**src/rtl/psum_mem_arbiter_pkg.sv**
```systemverilog
// Shared types for the psum memory arbiter: FSM state encoding and the
// write-port request bundle.
package psum_mem_arbiter_pkg;

  localparam int PSUM_ADDR_W = 20;
  localparam int PSUM_DATA_W = 32;

  typedef enum logic [1:0] {
    ST_IDLE    = 2'd0,
    ST_RD_PEND = 2'd1,
    ST_RSP     = 2'd2
  } arb_state_e;

  typedef struct packed {
    logic                   we;
    logic [PSUM_ADDR_W-1:0] addr;
    logic [PSUM_DATA_W-1:0] data;
  } mem_req_t;

endpackage

```
**src/rtl/psum_rdw_bypass.sv**
```systemverilog
// Read-during-write forwarding for the psum SRAM: a same-cycle read and write
// to one address returns the written word instead of the stale SRAM output.
module psum_rdw_bypass #(
  parameter int ADDR_W = 20,
  parameter int DATA_W = 32
) (
  input  logic              clk,
  input  logic              arst_n_in,
  input  logic              rd_en_i,
  input  logic [ADDR_W-1:0] rd_addr_i,
  input  logic              wr_en_i,
  input  logic [ADDR_W-1:0] wr_addr_i,
  input  logic [DATA_W-1:0] wr_data_i,
  input  logic [DATA_W-1:0] mem_rdata_i,
  output logic [DATA_W-1:0] rdata_o
);

  logic              hit_q, hit_d;
  logic [DATA_W-1:0] data_q, data_d;

  always_comb begin
    hit_d  = rd_en_i && wr_en_i && (rd_addr_i == wr_addr_i);
    data_d = hit_d ? wr_data_i : data_q;
  end

  always_ff @(posedge clk or negedge arst_n_in) begin
    if (!arst_n_in) begin
      hit_q  <= 1'b0;
      data_q <= '0;
    end else begin
      hit_q  <= hit_d;
      data_q <= data_d;
    end
  end

  assign rdata_o = hit_q ? data_q : mem_rdata_i;

endmodule

```
**src/rtl/psum_mem_arbiter.sv**
```systemverilog
// Shares the psum SRAM between the convolution controller (always first) and a
// host port that fills idle port cycles, with a starvation-driven one-cycle hold.
module psum_mem_arbiter
  import psum_mem_arbiter_pkg::*;
#(
  parameter int ADDR_W       = PSUM_ADDR_W,
  parameter int DATA_W       = PSUM_DATA_W,
  parameter int STARVE_LIMIT = 16
) (
  input  logic              clk,
  input  logic              arst_n_in,
  input  logic              ctrl_we,
  input  logic [ADDR_W-1:0] ctrl_write_addr,
  input  logic [DATA_W-1:0] ctrl_wdata,
  input  logic              ctrl_re,
  input  logic [ADDR_W-1:0] ctrl_read_addr,
  output logic [DATA_W-1:0] ctrl_rdata,
  output logic              ctrl_hold,
  input  logic              host_req_valid,
  output logic              host_req_ready,
  input  logic              host_req_we,
  input  logic [ADDR_W-1:0] host_req_addr,
  input  logic [DATA_W-1:0] host_req_wdata,
  output logic              host_rsp_valid,
  input  logic              host_rsp_ready,
  output logic [DATA_W-1:0] host_rsp_rdata,
  output logic              mem_we,
  output logic [ADDR_W-1:0] mem_waddr,
  output logic [DATA_W-1:0] mem_wdata,
  output logic              mem_re,
  output logic [ADDR_W-1:0] mem_raddr,
  input  logic [DATA_W-1:0] mem_rdata
);

  localparam int CNT_W = $clog2(STARVE_LIMIT + 1);

  arb_state_e        state_q, state_d;
  logic [CNT_W-1:0]  wait_cnt_q, wait_cnt_d;
  logic              hold_q, hold_d;
  logic [DATA_W-1:0] rsp_q, rsp_d;
  logic              ctrl_rd_q, ctrl_rd_d;
  logic [DATA_W-1:0] fwd_rdata;
  mem_req_t          wr_req;
  logic              in_idle, host_accept, host_blocked;

  // The host may take a port only when the controller leaves it free, or
  // unconditionally during a forced hold.
  always_comb begin
    in_idle        = (state_q == ST_IDLE);
    host_req_ready = in_idle && ((host_req_we ? !ctrl_we : !ctrl_re) || hold_q);
    host_accept    = host_req_valid && host_req_ready;
    host_blocked   = in_idle && host_req_valid && !host_req_ready;
  end

  always_comb begin
    wr_req    = '0;
    mem_re    = 1'b0;
    mem_raddr = '0;
    ctrl_rd_d = 1'b0;
    if (host_accept && host_req_we) begin
      wr_req = '{we: 1'b1, addr: host_req_addr, data: host_req_wdata};
    end else if (ctrl_we && !hold_q) begin
      wr_req = '{we: 1'b1, addr: ctrl_write_addr, data: ctrl_wdata};
    end
    if (host_accept && !host_req_we) begin
      mem_re    = 1'b1;
      mem_raddr = host_req_addr;
    end else if (ctrl_re && !hold_q) begin
      mem_re    = 1'b1;
      mem_raddr = ctrl_read_addr;
      ctrl_rd_d = 1'b1;
    end
  end

  assign mem_we    = wr_req.we;
  assign mem_waddr = wr_req.addr;
  assign mem_wdata = wr_req.data;

  // Hold lasts one cycle; the counter restarts from zero once it expires.
  always_comb begin
    hold_d     = 1'b0;
    wait_cnt_d = '0;
    if (!hold_q && host_blocked) begin
      wait_cnt_d = wait_cnt_q + CNT_W'(1);
      hold_d     = (wait_cnt_q == CNT_W'(STARVE_LIMIT - 1));
    end
  end

  always_comb begin
    state_d = state_q;
    rsp_d   = rsp_q;
    case (state_q)
      ST_IDLE: begin
        if (host_accept && !host_req_we) state_d = ST_RD_PEND;
      end
      ST_RD_PEND: begin
        rsp_d   = fwd_rdata;
        state_d = ST_RSP;
      end
      ST_RSP: begin
        if (host_rsp_ready) state_d = ST_IDLE;
      end
      default: state_d = ST_IDLE;
    endcase
  end

  always_ff @(posedge clk or negedge arst_n_in) begin
    if (!arst_n_in) begin
      state_q    <= ST_IDLE;
      wait_cnt_q <= '0;
      hold_q     <= 1'b0;
      rsp_q      <= '0;
      ctrl_rd_q  <= 1'b0;
    end else begin
      state_q    <= state_d;
      wait_cnt_q <= wait_cnt_d;
      hold_q     <= hold_d;
      rsp_q      <= rsp_d;
      ctrl_rd_q  <= ctrl_rd_d;
    end
  end

  psum_rdw_bypass #(
    .ADDR_W (ADDR_W),
    .DATA_W (DATA_W)
  ) u_bypass (
    .clk         (clk),
    .arst_n_in   (arst_n_in),
    .rd_en_i     (mem_re),
    .rd_addr_i   (mem_raddr),
    .wr_en_i     (mem_we),
    .wr_addr_i   (mem_waddr),
    .wr_data_i   (mem_wdata),
    .mem_rdata_i (mem_rdata),
    .rdata_o     (fwd_rdata)
  );

  assign ctrl_hold      = hold_q;
  assign ctrl_rdata     = ctrl_rd_q ? fwd_rdata : '0;
  assign host_rsp_valid = (state_q == ST_RSP);
  assign host_rsp_rdata = rsp_q;

endmodule

```
**config.mk**
```make
export PLATFORM = sky130hd
export DESIGN_NAME = psum_mem_arbiter
export DESIGN_NICKNAME = d
export VERILOG_FILES = /design/src/rtl/psum_mem_arbiter_pkg.sv /design/src/rtl/psum_rdw_bypass.sv /design/src/rtl/psum_mem_arbiter.sv
export SDC_FILE = /design/constraint.sdc
export NUM_CORES = 1
export LEC_CHECK = 0
export BUFFER_PORTS_ARGS = -buffer_cell sky130_fd_sc_hd__buf_2
export CAP_MARGIN = 0
export CORE_AREA = 2 2 119 121
export CTS_BUF_LIST = sky130_fd_sc_hd__clkbuf_8
export DETAILED_ROUTE_END_ITERATION = 10
export DIE_AREA = 0 0 121 123
export PLACE_DENSITY = 0.73
export RECOVER_POWER = 50
export SLEW_MARGIN = 10
export SYNTH_ARGS = -nofsm -noshare
export SYNTH_HDL_FRONTEND = slang
export SYNTH_SLANG_ARGS = --single-unit
```
**constraint.sdc**
```tcl
create_clock -name clk -period 3.4 [get_ports clk]
set_clock_uncertainty 0.05 [all_clocks]
set_input_delay 0.34 -clock clk [delete_from_list [all_inputs] [get_ports clk]]
set_output_delay 0.34 -clock clk [all_outputs]
set_load 0.03 [all_outputs]
```
==> reports/results.ini <==
[pwr]
clock_power_share = 0.209
leakage_nw = 3.655
p_per_area_nw_per_um2 = 385.0
power.switching_mw = 1.159
p_seq_frac = 0.379
p_int_mw = 1.608
netSwitchingFraction = 0.4189
ir_drop_v = 0.0001619
comb_power_share = 0.412

[global_routing]
grt_pass1_wl_mm = 27.49
grt_usage = 0.2346
grt_pass1_vias = 5301
grt_antenna_before_repair = 1
grt_start_max_net_pins = 75
grt_overflow = 0

[finish]
final_cells = 1055
utilization = 0.5280
synthToLayoutAreaGrowth_pct = 33.67
nets = 1037
drive_above_1_share = 0.4000
antenna_cells = 0

[placement]
port_buffers = 303
dp.cells = 1041
hpwlAfterDp_mm = 14.33
place_worst_setup_slack_ns = 0.1426
routabilityCongestion = 0.9232

[floorplanning]
placementRows = 43
die_w_um = 121
start_util = 0.3950
core-area_um2 = 13610
ios = 304
dieArea_um2 = 14880
die_y_um = 123

[cts]
clock_latency_ns = 0.34
cts_num_sinks = 74
cts_made_buffers = 9
path_clk_slew_ns = 0.07
root_buffer = clkbuf_8
ctsHoldBuffers = 0
cts_buffer_depth = 2
cts_tree = yes
postCtsResizedCells = 0
cts.htree.levels = 3
post_cts_buffers = 0

[critical_path]
worstPathMaxFanout = 37
crit_path_start_kind = flip-flop
worstPathArrival_ns = 3.32
crit_type = reg -> reg
end_kind = flip-flop
worst_ep_required_time_ns = 3.57

[drt]
dr.pass1.iters = 7
avgRoutedWirePerCell_um = 17.33
vias = 5693
drcViolationCount = 0
via_per_inst = 5.396
drt_wl_total_mm = 18.28
ant_nets = 0
drtIter0Drc = 331

[synth]
postSynthAreaPerCell_um2 = 9.097
synth_ff_type = dfrtp_1
synth_nets = 756
synth_edf_count = 0
syn_area_um2 = 5376
seq_area_frac_synth = 0.3444
yosys_warnings = 0
netlist_instances = 591
synth_cell_types = 64
synth.ff_latch_count = 74
synthArstFlopShare = 1.000

[timing]
fmax_mhz = 317.4
setup_viol = 0
drv_slew = 141
setup_tns_ns = 0
hold_violations = 0
maxSlewHeadroom = -0.3533
timing.hold.ws_ns = 0.1312
setup_ws_ns = 0.2489
min_period_ns = 3.151
rsz0062_at_grt = no
tightest_slew_ns = 2.030
finalCritPeriodShare = 0.9268

[job]
max-cap-violations = 2

[min_path]
hold_path.class = in -> reg

[outcome]
violations = capacitance limit, slew limit
run_status = finished, violations left

[routing by layer]
layer / share of wire / up-vias / global-route usage
met5: 0 / - / 0
met4: 0.026 / 0 / 0.07776
met3: 0.084 / 34 / 0.04336
met2: 0.48 / 309 / 0.4070
met1: 0.41 / 2603 / 0.2945
li1: - / 2747 / -
[flip-flops by register name, summed over array words and instances, names as in the netlist]
signal,cells
u_bypass.hit_q,1
state_q,2
ctrl_hold,1
ctrl_rd_q,1
host_rsp_rdata,32
wait_cnt_q,5
u_bypass.data_q,32
[cells in the mapped netlist (6+ instances only)]
| cell type | n | area share |
|---|---|---|
| nor3_1 | 10 | 0.0093 |
| buf_2 | 13 | 0.012 |
| a21oi_1 | 10 | 0.0093 |
| mux2i_1 | 33 | 0.061 |
| nor2_1 | 17 | 0.012 |
| a22o_1 | 66 | 0.11 |
| dfrtp_1 | 74 | 0.34 |
| a31oi_1 | 6 | 0.0070 |
| o21ai_0 | 58 | 0.054 |
| clkbuf_1 | 21 | 0.015 |
| inv_1 | 6 | 0.0042 |
| nand2_1 | 86 | 0.060 |
| nand3_1 | 19 | 0.018 |
| mux2_4 | 31 | 0.087 |
| nor2b_1 | 33 | 0.038 |
| buf_1 | 12 | 0.0084 |
| xnor2_1 | 11 | 0.018 |
[cell type report]
| type | count | area [um2] |
|---|---|---|
| clock buffer | 10 | 137.6 |
| clock inverter | 4 | 21.27 |
| fill | 1311 | 6425 |
| inverter | 6 | 22.52 |
| multi-input combinational | 459 | 3277 |
| sequential | 74 | 1853 |
| tap | 180 | 225.2 |
| timing repair buffer | 322 | 1650 |
[critical path: stages, from the launching register on]
cell and delay [ns]:
dfrtp_1 0.36, buf_4 0.34, inv_1 0.23, a21oi_2 0.22, buf_12 0.17, nand2_1 0.08, o22ai_1 0.13, a21oi_1 0.14
nor4_2 0.38, nand4_4 0.34, buf_12 0.28, mux2_4 0.29
[layout by cell type, fill, tap and decap left out, drive strengths merged, types with 2 or more instances in the layout]
cell type / Yosys / routed
and2: 2 / 2
mux2i: 33 / 33
a32oi: 4 / 4
nand2: 86 / 86
a211oi: 5 / 5
a21oi: 11 / 11
ha: 2 / 2
clkinv: 0 / 2
o21ai: 59 / 59
a221oi: 3 / 3
nand4: 4 / 4
or2: 2 / 2
nand3: 19 / 19
a22o: 66 / 66
xor2: 2 / 2
o22ai: 3 / 3
nor3b: 3 / 3
buf: 31 / 286
nor3: 11 / 11
a21boi: 3 / 3
nand4b: 2 / 2
nor4: 4 / 4
a22oi: 5 / 5
inv: 6 / 7
a211o: 3 / 3
clkbuf: 21 / 46
nor2b: 33 / 33
mux2: 35 / 35
dfrtp: 74 / 74
nand2b: 3 / 3
and3: 3 / 3
a32o: 2 / 2
a31oi: 6 / 6
nor2: 18 / 18
xnor2: 11 / 11
[cell families after synthesis]
kind of cell	count (synthesis)	synth area share
simple gates	197	0.1850
compound gates	179	0.2378
flops	74	0.3444
mux	68	0.1564
buf+inv	58	0.05050
xor+xnor	13	0.02118
fa+ha+maj	2	0.004654
[metrics by stage]
step / power (mW) / cell area, um2
after floorplan: 1.802 / 5376
after global placement: 2.221 / 7073
after detailed placement: 2.231 / 7073
after CTS: 2.815 / 7232
after global routing: 2.928 / 7187
final: 2.767 / 7187
[path summary, 6_finish.rpt]
check / slack (ns) / startpoint / cells after the start / to
max: 0.25 / ctrl_hold$_DFF_PN0_ / 11 / u_bypass.data_q[23]$_DFFE_PN0P_
min: 0.13 / host_rsp_ready / 2 / state_q[1]$_DFFE_PN0P_
max reg2reg: 0.25 / ctrl_hold$_DFF_PN0_ / 11 / u_bypass.data_q[23]$_DFFE_PN0P_
min reg2reg: 0.41 / wait_cnt_q[0]$_DFF_PN0_ / 1 / wait_cnt_q[0]$_DFF_PN0_
max in group asynchronous: 1.63 / arst_n_in / 1 / u_bypass.hit_q$_DFF_PN0_
min in group asynchronous: 0.44 / arst_n_in / 1 / host_rsp_rdata[7]$_DFFE_PN0N_
[power by group through the flow]
stage	Sequential [mW]	Clock, mW	Combinational [mW]
floorplan	1.27	0	0.529
global placement	1.06	0	1.16
detailed placement	1.06	0	1.17
CTS	1.04	0.598	1.17
global route	1.06	0.639	1.23
finish	1.05	0.578	1.14
(Power assumes the default switching activity.)
